## src/rtl/tinyalu_pkg.sv

```systemverilog
// Shared types, widths and the reference prediction for the tinyalu datapath
// and its checker.
package tinyalu_pkg;

    localparam int RES_W = 16;
    localparam int OPD_W = 8;

    typedef enum logic [2:0] {
        NO_OP  = 3'd0,
        ADD_OP = 3'd1,
        AND_OP = 3'd2,
        XOR_OP = 3'd3,
        MUL_OP = 3'd4
    } alu_op_e;

    typedef enum logic [1:0] {
        ST_IDLE  = 2'd0,
        ST_NOOP  = 2'd1,
        ST_BUSY  = 2'd2,
        ST_CHECK = 2'd3
    } chk_state_e;

    // Only these opcodes produce a result; every other encoding behaves as a no-op.
    function automatic logic is_alu_op(input logic [2:0] op);
        return (op >= 3'd1) && (op <= 3'd4);
    endfunction

    function automatic logic [RES_W-1:0] predict(
        input logic [2:0]       op,
        input logic [OPD_W-1:0] a,
        input logic [OPD_W-1:0] b
    );
        logic [RES_W-1:0] a_ext;
        logic [RES_W-1:0] b_ext;
        logic [RES_W-1:0] res;
        a_ext = {8'h00, a};
        b_ext = {8'h00, b};
        case (op)
            3'd1:    res = a_ext + b_ext;
            3'd2:    res = a_ext & b_ext;
            3'd3:    res = a_ext ^ b_ext;
            3'd4:    res = a_ext * b_ext;
            default: res = '0;
        endcase
        return res;
    endfunction

endpackage

```

## src/rtl/alu_predictor_comb.sv

```systemverilog
// Combinational reference model: expected tinyalu result for an op and its
// operands.
module alu_predictor_comb
    import tinyalu_pkg::*;
(
    input  logic [2:0]       op,
    input  logic [OPD_W-1:0] a,
    input  logic [OPD_W-1:0] b,
    output logic [RES_W-1:0] result
);

    assign result = predict(op, a, b);

endmodule

```

## config.mk

```make
export PLATFORM = sky130hd
export DESIGN_NAME = alu_predictor_comb
export DESIGN_NICKNAME = d
export VERILOG_FILES = /design/src/rtl/tinyalu_pkg.sv /design/src/rtl/alu_predictor_comb.sv
export SDC_FILE = /design/constraint.sdc
export NUM_CORES = 1
export LEC_CHECK = 0
export BUFFER_PORTS_ARGS = -buffer_cell sky130_fd_sc_hd__buf_2
export CORE_ASPECT_RATIO = 1.75
export CORE_MARGIN = 2
export CORE_UTILIZATION = 55
export DETAILED_ROUTE_END_ITERATION = 8
export PLACE_DENSITY = 0.78
export RECOVER_POWER = 50
export SLEW_MARGIN = 20
export SYNTH_ARGS = -nofsm -noshare
export SYNTH_HDL_FRONTEND = slang
export SYNTH_SLANG_ARGS = --single-unit
export TNS_END_PERCENT = 100
```

## constraint.sdc

```tcl
create_clock -name vclk -period 10.8
set_input_delay 0.54 -clock vclk [all_inputs]
set_output_delay 0.54 -clock vclk [all_outputs]
set_load 0.05 [all_outputs]
```

==> Word-level counts from Yosys, hierarchy flattened <==
Cells that the tools add are included.
{ "totals": {"elab_cells": 9, "output_inout_bits": 16, "ff_bits": 0, "inputBits": 19} }
{ "op_classes": {"mux": 1, "n_bitwise": 2, "n_mul": 1, "addsub": 1, "n_eq_ne": 4} }
{ "ops": {"columns": ["op", "n"], "rows": [
  ["case mux 16 bit (4 select lines)", 1],
  ["multiplier 8 x 8 -> 16 bit", 1],
  ["adder 8 x 8 -> 9 bit", 1],
  ["AND 8 bit", 1],
  ["bitwise XOR 8 bit", 1],
  ["equality test 3 x 2 -> 1 bit, second input constant", 2],
  ["equality test 3 x 1 -> 1 bit, second input constant", 1],
  ["equality test 3 bit, second input constant", 1]
]} }

==> Logic depth before layout (Yosys ltp) <==
Gate-level depths: netlist of run 1.
{ "logic_depth": {"word_depth": 2, "mapped_depth": 15, "depth_no_buf": 15} }

==> Worst setup path after synthesis of run 1 <==
OpenSTA, ideal clock, no wires.
{ "synth_timing": {"kind": "input -> output", "from": "input port a[0]", "to": "output port result[12]", "required_ns": 10.260, "path_buffers": 0, "path_slack_ns": 5.325, "arrival_ns": 4.935, "stages": 14, "path_cell_list": "nand2_1 -> fa_1 -> fa_1 -> inv_1 -> fa_1 -> inv_1 -> fa_1 -> inv_1 -> ha_1 -> a21oi_1 -> nor3b_2 -> a21oi_1 -> o21a_1 -> nor3_1"} }
{ "synth_between": {"elab_chain_cells": 2} }
{ "synth_lines": {"columns": ["element", "line", "text"], "rows": [
  ["start: declaration", "alu_predictor_comb.sv:7", "input logic [OPD_W-1:0] a,"],
  ["multiplier 8 x 8 -> 16 bit", "tinyalu_pkg.sv:42", "3'd4: res = a_ext * b_ext;"],
  ["case mux 16 bit (4 select lines)", "tinyalu_pkg.sv:38", "case (op)"],
  ["end: declaration", "alu_predictor_comb.sv:9", "output logic [RES_W-1:0] result"]
]} }
Every way passes these cells.

==> Final worst setup path of run 1 <==
{ "layout_timing": {"from": "input port a[1]", "to": "output port result[14]"} }
The elaborated chain is that of the path after synthesis.

==> results of run 1 <==
==> final timing paths <==
path | start | end | slack (ns) | cells after the start
max | a[1] | result[14] | 5.50 | 16
min | op[2] | result[0] | 1.70 | 5
==> metal layers <==
layer	share of wire	wire length, um
met2	0.56	3540
met1	0.38	2440
met4	0.033	211
met5	0	0
met3	0.026	164
==> critical path: stages <==
cell	delay [ns]
buf_2	0.20
nand2_1	0.10
fa_1	0.49
fa_1	0.56
inv_1	0.06
fa_1	0.53
inv_1	0.06
fa_1	0.54
inv_1	0.04
ha_1	0.35
a21oi_1	0.26
nor3b_2	0.26
o2bb2ai_2	0.15
o31a_1	0.17
mux2i_1	0.17
buf_2	0.27
==> stage by stage <==
step | instance area [sq um] | instances
floorplan | 2690 | 332
global placement | 2910 | 415
detailed placement | 2910 | 415
CTS | 2910 | 415
global route | 2900 | 415
finish | 2900 | 415
==> layout make-up <==
cell class,count,area (sq um),area share
inverters,57,214,0.0738
multi-input cells,271,2450,0.847
well taps,52,65.1,0.0225
repair buffers,35,165,0.0570
==> cell usage in the layout (no fill, tap or decap), types with 3 or more instances in the layout <==
master | netlist | final
nand2_1 | 22 | 22
nand2b_1 | 7 | 7
nand3_1 | 4 | 4
o21ai_0 | 9 | 9
a21oi_1 | 20 | 20
a21o_1 | 7 | 7
a22oi_1 | 4 | 4
nor2b_1 | 3 | 3
o21a_1 | 6 | 6
o211ai_1 | 5 | 5
a31o_2 | 3 | 3
inv_1 | 57 | 57
xor2_1 | 4 | 4
xnor2_1 | 8 | 8
fa_1 | 37 | 37
nor2_1 | 16 | 16
and2_1 | 45 | 45
clkbuf_1 | 2 | 8
nand3b_1 | 3 | 3
buf_2 | 2 | 27
mux2i_1 | 4 | 4
ha_1 | 44 | 44
nor3_1 | 6 | 6
==> cell families after synthesis <==
family	count (synthesis)	share of synthesized area
compound gates	63	0.154
simple gates	110	0.220
fa+ha+maj	81	0.481
buf+inv	61	0.0862
xor+xnor	12	0.0391
mux	5	0.0191
==> power by group through the flow <==
stage               combinational [uW]  sequential, uW  clock [uW]
floorplan                          298               0           0
global placement                   381               0           0
detailed placement                 389               0           0
CTS                                391               0           0
global route                       434               0           0
finish                             389               0           0
==> impl_metrics.json, run 1 <==
{
  "end_kind": "output port",
  "grt_util_all_layers": 0.255,
  "final_antenna_net_count": 0,
  "layout-drive-gt1-share": 0.0909,
  "power.internal_uw": 151,
  "grt_overflow": 0,
  "clockBufferCount": 0,
  "globalplace.congestion": 0.941,
  "ys_seq_area_frac": 0,
  "vdd_drop_max_mv": 0.172,
  "synthCells": 332,
  "viasPerCell": 5.74,
  "p_clk_frac": 0,
  "place_hpwl_um": 5480,
  "wl_per_cell_um": 15.3,
  "synth_nets": 432,
  "synth_area_per_cell_sq_um": 8.09,
  "cp_max_fo": 9,
  "grt_max_degree": 20,
  "yosys.area.top_type": "fa_1",
  "n_fill_cell": 455,
  "grt_antenna_before_repair": 0,
  "diodes": 0,
  "register_area_sq_um": 0,
  "hold_buffers": 0,
  "seqPwrFrac": 0,
  "p_leak_uw": 0.00153,
  "ys_types": 35,
  "drt-pass1-iter-count": 4,
  "maxSlewHeadroom": 0.533,
  "fin_nets": 465,
  "start_util": 0.570,
  "crit_arrival_ns": 4.76,
  "setup_viol": 0,
  "row_count": 33,
  "power_frac_comb": 1.000,
  "pre_cts_ws_ns": 5.48,
  "via_count": 2383,
  "rsz0062_at_grt": "no",
  "route.detailed.drc": 0,
  "final_util": 0.616,
  "grt_pass1_vias": 2454,
  "grtUsageMet1": 0.281,
  "tns_ns": 0,
  "fin_ws_ns": 5.50,
  "areaGrowthSynthToFinish_pct": 7.92,
  "synth.top_cell.area_share": 0.276,
  "grt_pass1_wl_um": 11000,
  "die_w_um": 56.8,
  "synth_area_sq_um": 2690,
  "worst_pin_slew_ns": 0.695,
  "dieHeight_um": 96.4,
  "grt.met3_usage": 0.00666,
  "crit_path_start_kind": "primary input",
  "ys_top_cells_by_count": "57 x inv_1, 45 x and2_1, 44 x ha_1, 37 x fa_1, 22 x nand2_1",
  "finalCritPeriodShare": 0.490,
  "fmax_mhz": 189,
  "power_uw": 389,
  "required_ns": 10.26,
  "busiest_layer": "met2",
  "cts_resized": 0,
  "postCtsSetupRepairBufs": 0,
  "die_area_sq_um": 5480,
  "io_pins": 35,
  "holdWs_ns": 1.70,
  "cap_violations": 0,
  "holdCritPathClass": "primary input to output port",
  "grtUsageMet2": 0.516,
  "drv_slew": 0,
  "routed_wl_um": 6350,
  "hold_violations": 0,
  "sw_frac_of_total": 0.612,
  "critPathKind": "primary input to output port",
  "p_sw_uw": 238,
  "layout_min_cycle_time_ns": 5.30,
  "ys_top_cells_by_area": "fa_1 28%, ha_1 21%, and2_1 10%",
  "yosysMostFrequentCell": "inv_1",
  "port_buffers": 35,
  "drtIter0Drc": 56,
  "coreArea_sq_um": 4710,
  "powerDensity_nw_per_um2": 134,
  "status": "complete, no violations",
  "ys_warn_count": 0,
  "nFlopsAndLatches": 0
}
Power figures use the tool's default switching activity.
==> run 2: changes to the inputs <==
ABC_AREA = 1   (was not set)
PLACE_DENSITY = 0.81   (was 0.78)
clock period = 4.8 ns   (was 10.8 ns; I/O delays follow)
==> impl_metrics.json, run 2 <==
{
  "route.detailed.drc": 2,
  "path_common_cell": "nand2_1",
  "p_leak_uw": 0.00214,
  "synth_area_sq_um": 2870,
  "io_pins": 35,
  "grt_pass1_wl_um": 12400,
  "setup_viol": 0,
  "required_ns": 4.56,
  "areaGrowthSynthToFinish_pct": 7.41,
  "cp_num_buf_inv": 5,
  "power_uw": 890,
  "nFlopsAndLatches": 0,
  "synth_nets": 566,
  "slowest_delay_ns": 0.58,
  "drtIter0Drc": 88,
  "die_area_sq_um": 5840,
  "yosysMostFrequentCell": "nand2_1",
  "viasPerCell": 5.11,
  "violations": "DRC, capacitance limit, slew limit",
  "cp_max_fo": 8,
  "worst_pin_slew_ns": 1.75,
  "wl_per_cell_um": 12.6,
  "grt_overflow": 0,
  "clockBufferCount": 0,
  "crit_path_start_kind": "primary input",
  "row_count": 34,
  "hold_violations": 0,
  "layout-drive-gt1-share": 0.0700,
  "globalplace.congestion": 0.984,
  "routed_wl_um": 7000,
  "ys_warn_count": 0,
  "ys_seq_area_frac": 0,
  "vdd_drop_max_mv": 0.222,
  "final_cell_mix": "156 x nand2_1, 136 x inv_1, 44 x ha_1, 37 x fa_1, 32 x nand3_1",
  "grt_max_degree": 17,
  "layout_min_cycle_time_ns": 4.45,
  "start_util": 0.572,
  "fin_ws_ns": 0.348,
  "die_w_um": 58.6,
  "final_common_cell": "nand2_1",
  "holdCritPathClass": "primary input to output port",
  "holdWs_ns": 0.919,
  "coreArea_sq_um": 5020,
  "hold_buffers": 0,
  "fmax_mhz": 225,
  "place_hpwl_um": 6140,
  "ys_top_cells_by_count": "156 x nand2_1, 136 x inv_1, 44 x ha_1, 37 x fa_1, 32 x nand3_1",
  "final_antenna_net_count": 0,
  "place_inst": 554,
  "critPathKind": "primary input to output port",
  "n_fill_cell": 511,
  "grt_antenna_before_repair": 0,
  "crit_family": "adder cells",
  "register_area_sq_um": 0,
  "status": "complete, but fails checks",
  "cts_resized": 0,
  "pre_cts_ws_ns": 0.406,
  "synth_area_per_cell_sq_um": 6.16,
  "synthCells": 466,
  "synth.top_cell.area_share": 0.258,
  "path_cells": "buf_2 -> ha_1 -> fa_1 -> fa_1 -> fa_1 -> inv_1 -> fa_1 -> inv_1 -> ha_1 -> nand2_1 -> inv_1 -> nand2_1 -> nand2_1 -> nand2_1 -> nand3_1 -> nand2_1 -> nand2_1 -> nor2_1 -> buf_2",
  "tns_ns": 0,
  "grt_pass1_vias": 2896,
  "slowest_stage": "fa_1",
  "crit_arrival_ns": 4.21,
  "end_kind": "output port",
  "layout.cells.non_filler": 554,
  "ys_top_cells_by_area": "fa_1 26%, nand2_1 20%, ha_1 19%",
  "diodes": 0,
  "ys_types": 21,
  "drt-pass1-iter-count": 6,
  "grt_util_all_layers": 0.264,
  "drv_slew": 17,
  "via_count": 2829,
  "rsz0062_at_grt": "no",
  "dieHeight_um": 99.6,
  "powerDensity_nw_per_um2": 288,
  "maxSlewHeadroom": -0.179,
  "postCtsSetupRepairBufs": 0,
  "port_buffers": 35,
  "finalCritPeriodShare": 0.928,
  "cap_violations": 1,
  "yosys.area.top_type": "fa_1",
  "fin_nets": 602
}
-- run 2: cell count changes in the layout (fill, tap and decap cells not counted), sizes merged, moves of 8 or more --
cell and delta:
nand3 +28, inv +80, nand2 +136, a21oi -9, xnor2 -8, and2 -45
nor2 +8
-- run 2: final cells by class --
| class | instances | area (sq um) | share of cell area |
|---|---|---|---|
| inverters | 137 | 514 | 0.167 |
| repair buffers | 35 | 168 | 0.0544 |
| well taps | 54 | 67.6 | 0.0219 |
| multi-input cells | 328 | 2330 | 0.757 |
-- run 2: logic make-up (layout without fill, tap and decap cells) --
logic type	Yosys count	in the layout	share of synthesized area
xor+xnor	1	1	0.00305
simple gates	225	225	0.322
fa+ha+maj	81	81	0.450
compound gates	21	21	0.0423
buf+inv	138	172	0.183
-- run 2: power by group --
group | switching [uW] | internal (uW) | total (uW)
registers | 0 | 0 | 0
logic | 592 | 297 | 890
clock network | 0 | 0 | 0
-- run 2: path summary, 6_finish.rpt --
path | to | startpoint | depth (start not counted)
worst min-delay path | result[0] | op[0] | 4
worst max-delay path | result[13] | a[4] | 19
-- run 2: per-stage QoR --
stage           util  area, sq um
6_report       0.614         3080
5_1_grt        0.614         3080
4_1_cts        0.618         3100
3_5_place_dp   0.618         3100
3_3_place_gp   0.618         3100
2_1_floorplan      -         2870
-- run 2: per-layer routing --
metal / part of all wire / track usage / up-vias / wire (um)
met2: 0.55 / 0.499 / 56 / 3870
met4: 0.025 / 0.0647 / 0 / 174
met1: 0.40 / 0.320 / 1310 / 2780
li1: - / - / 1451 / -
met3: 0.025 / 0.00650 / 12 / 172
met5: 0 / 0 / - / 0
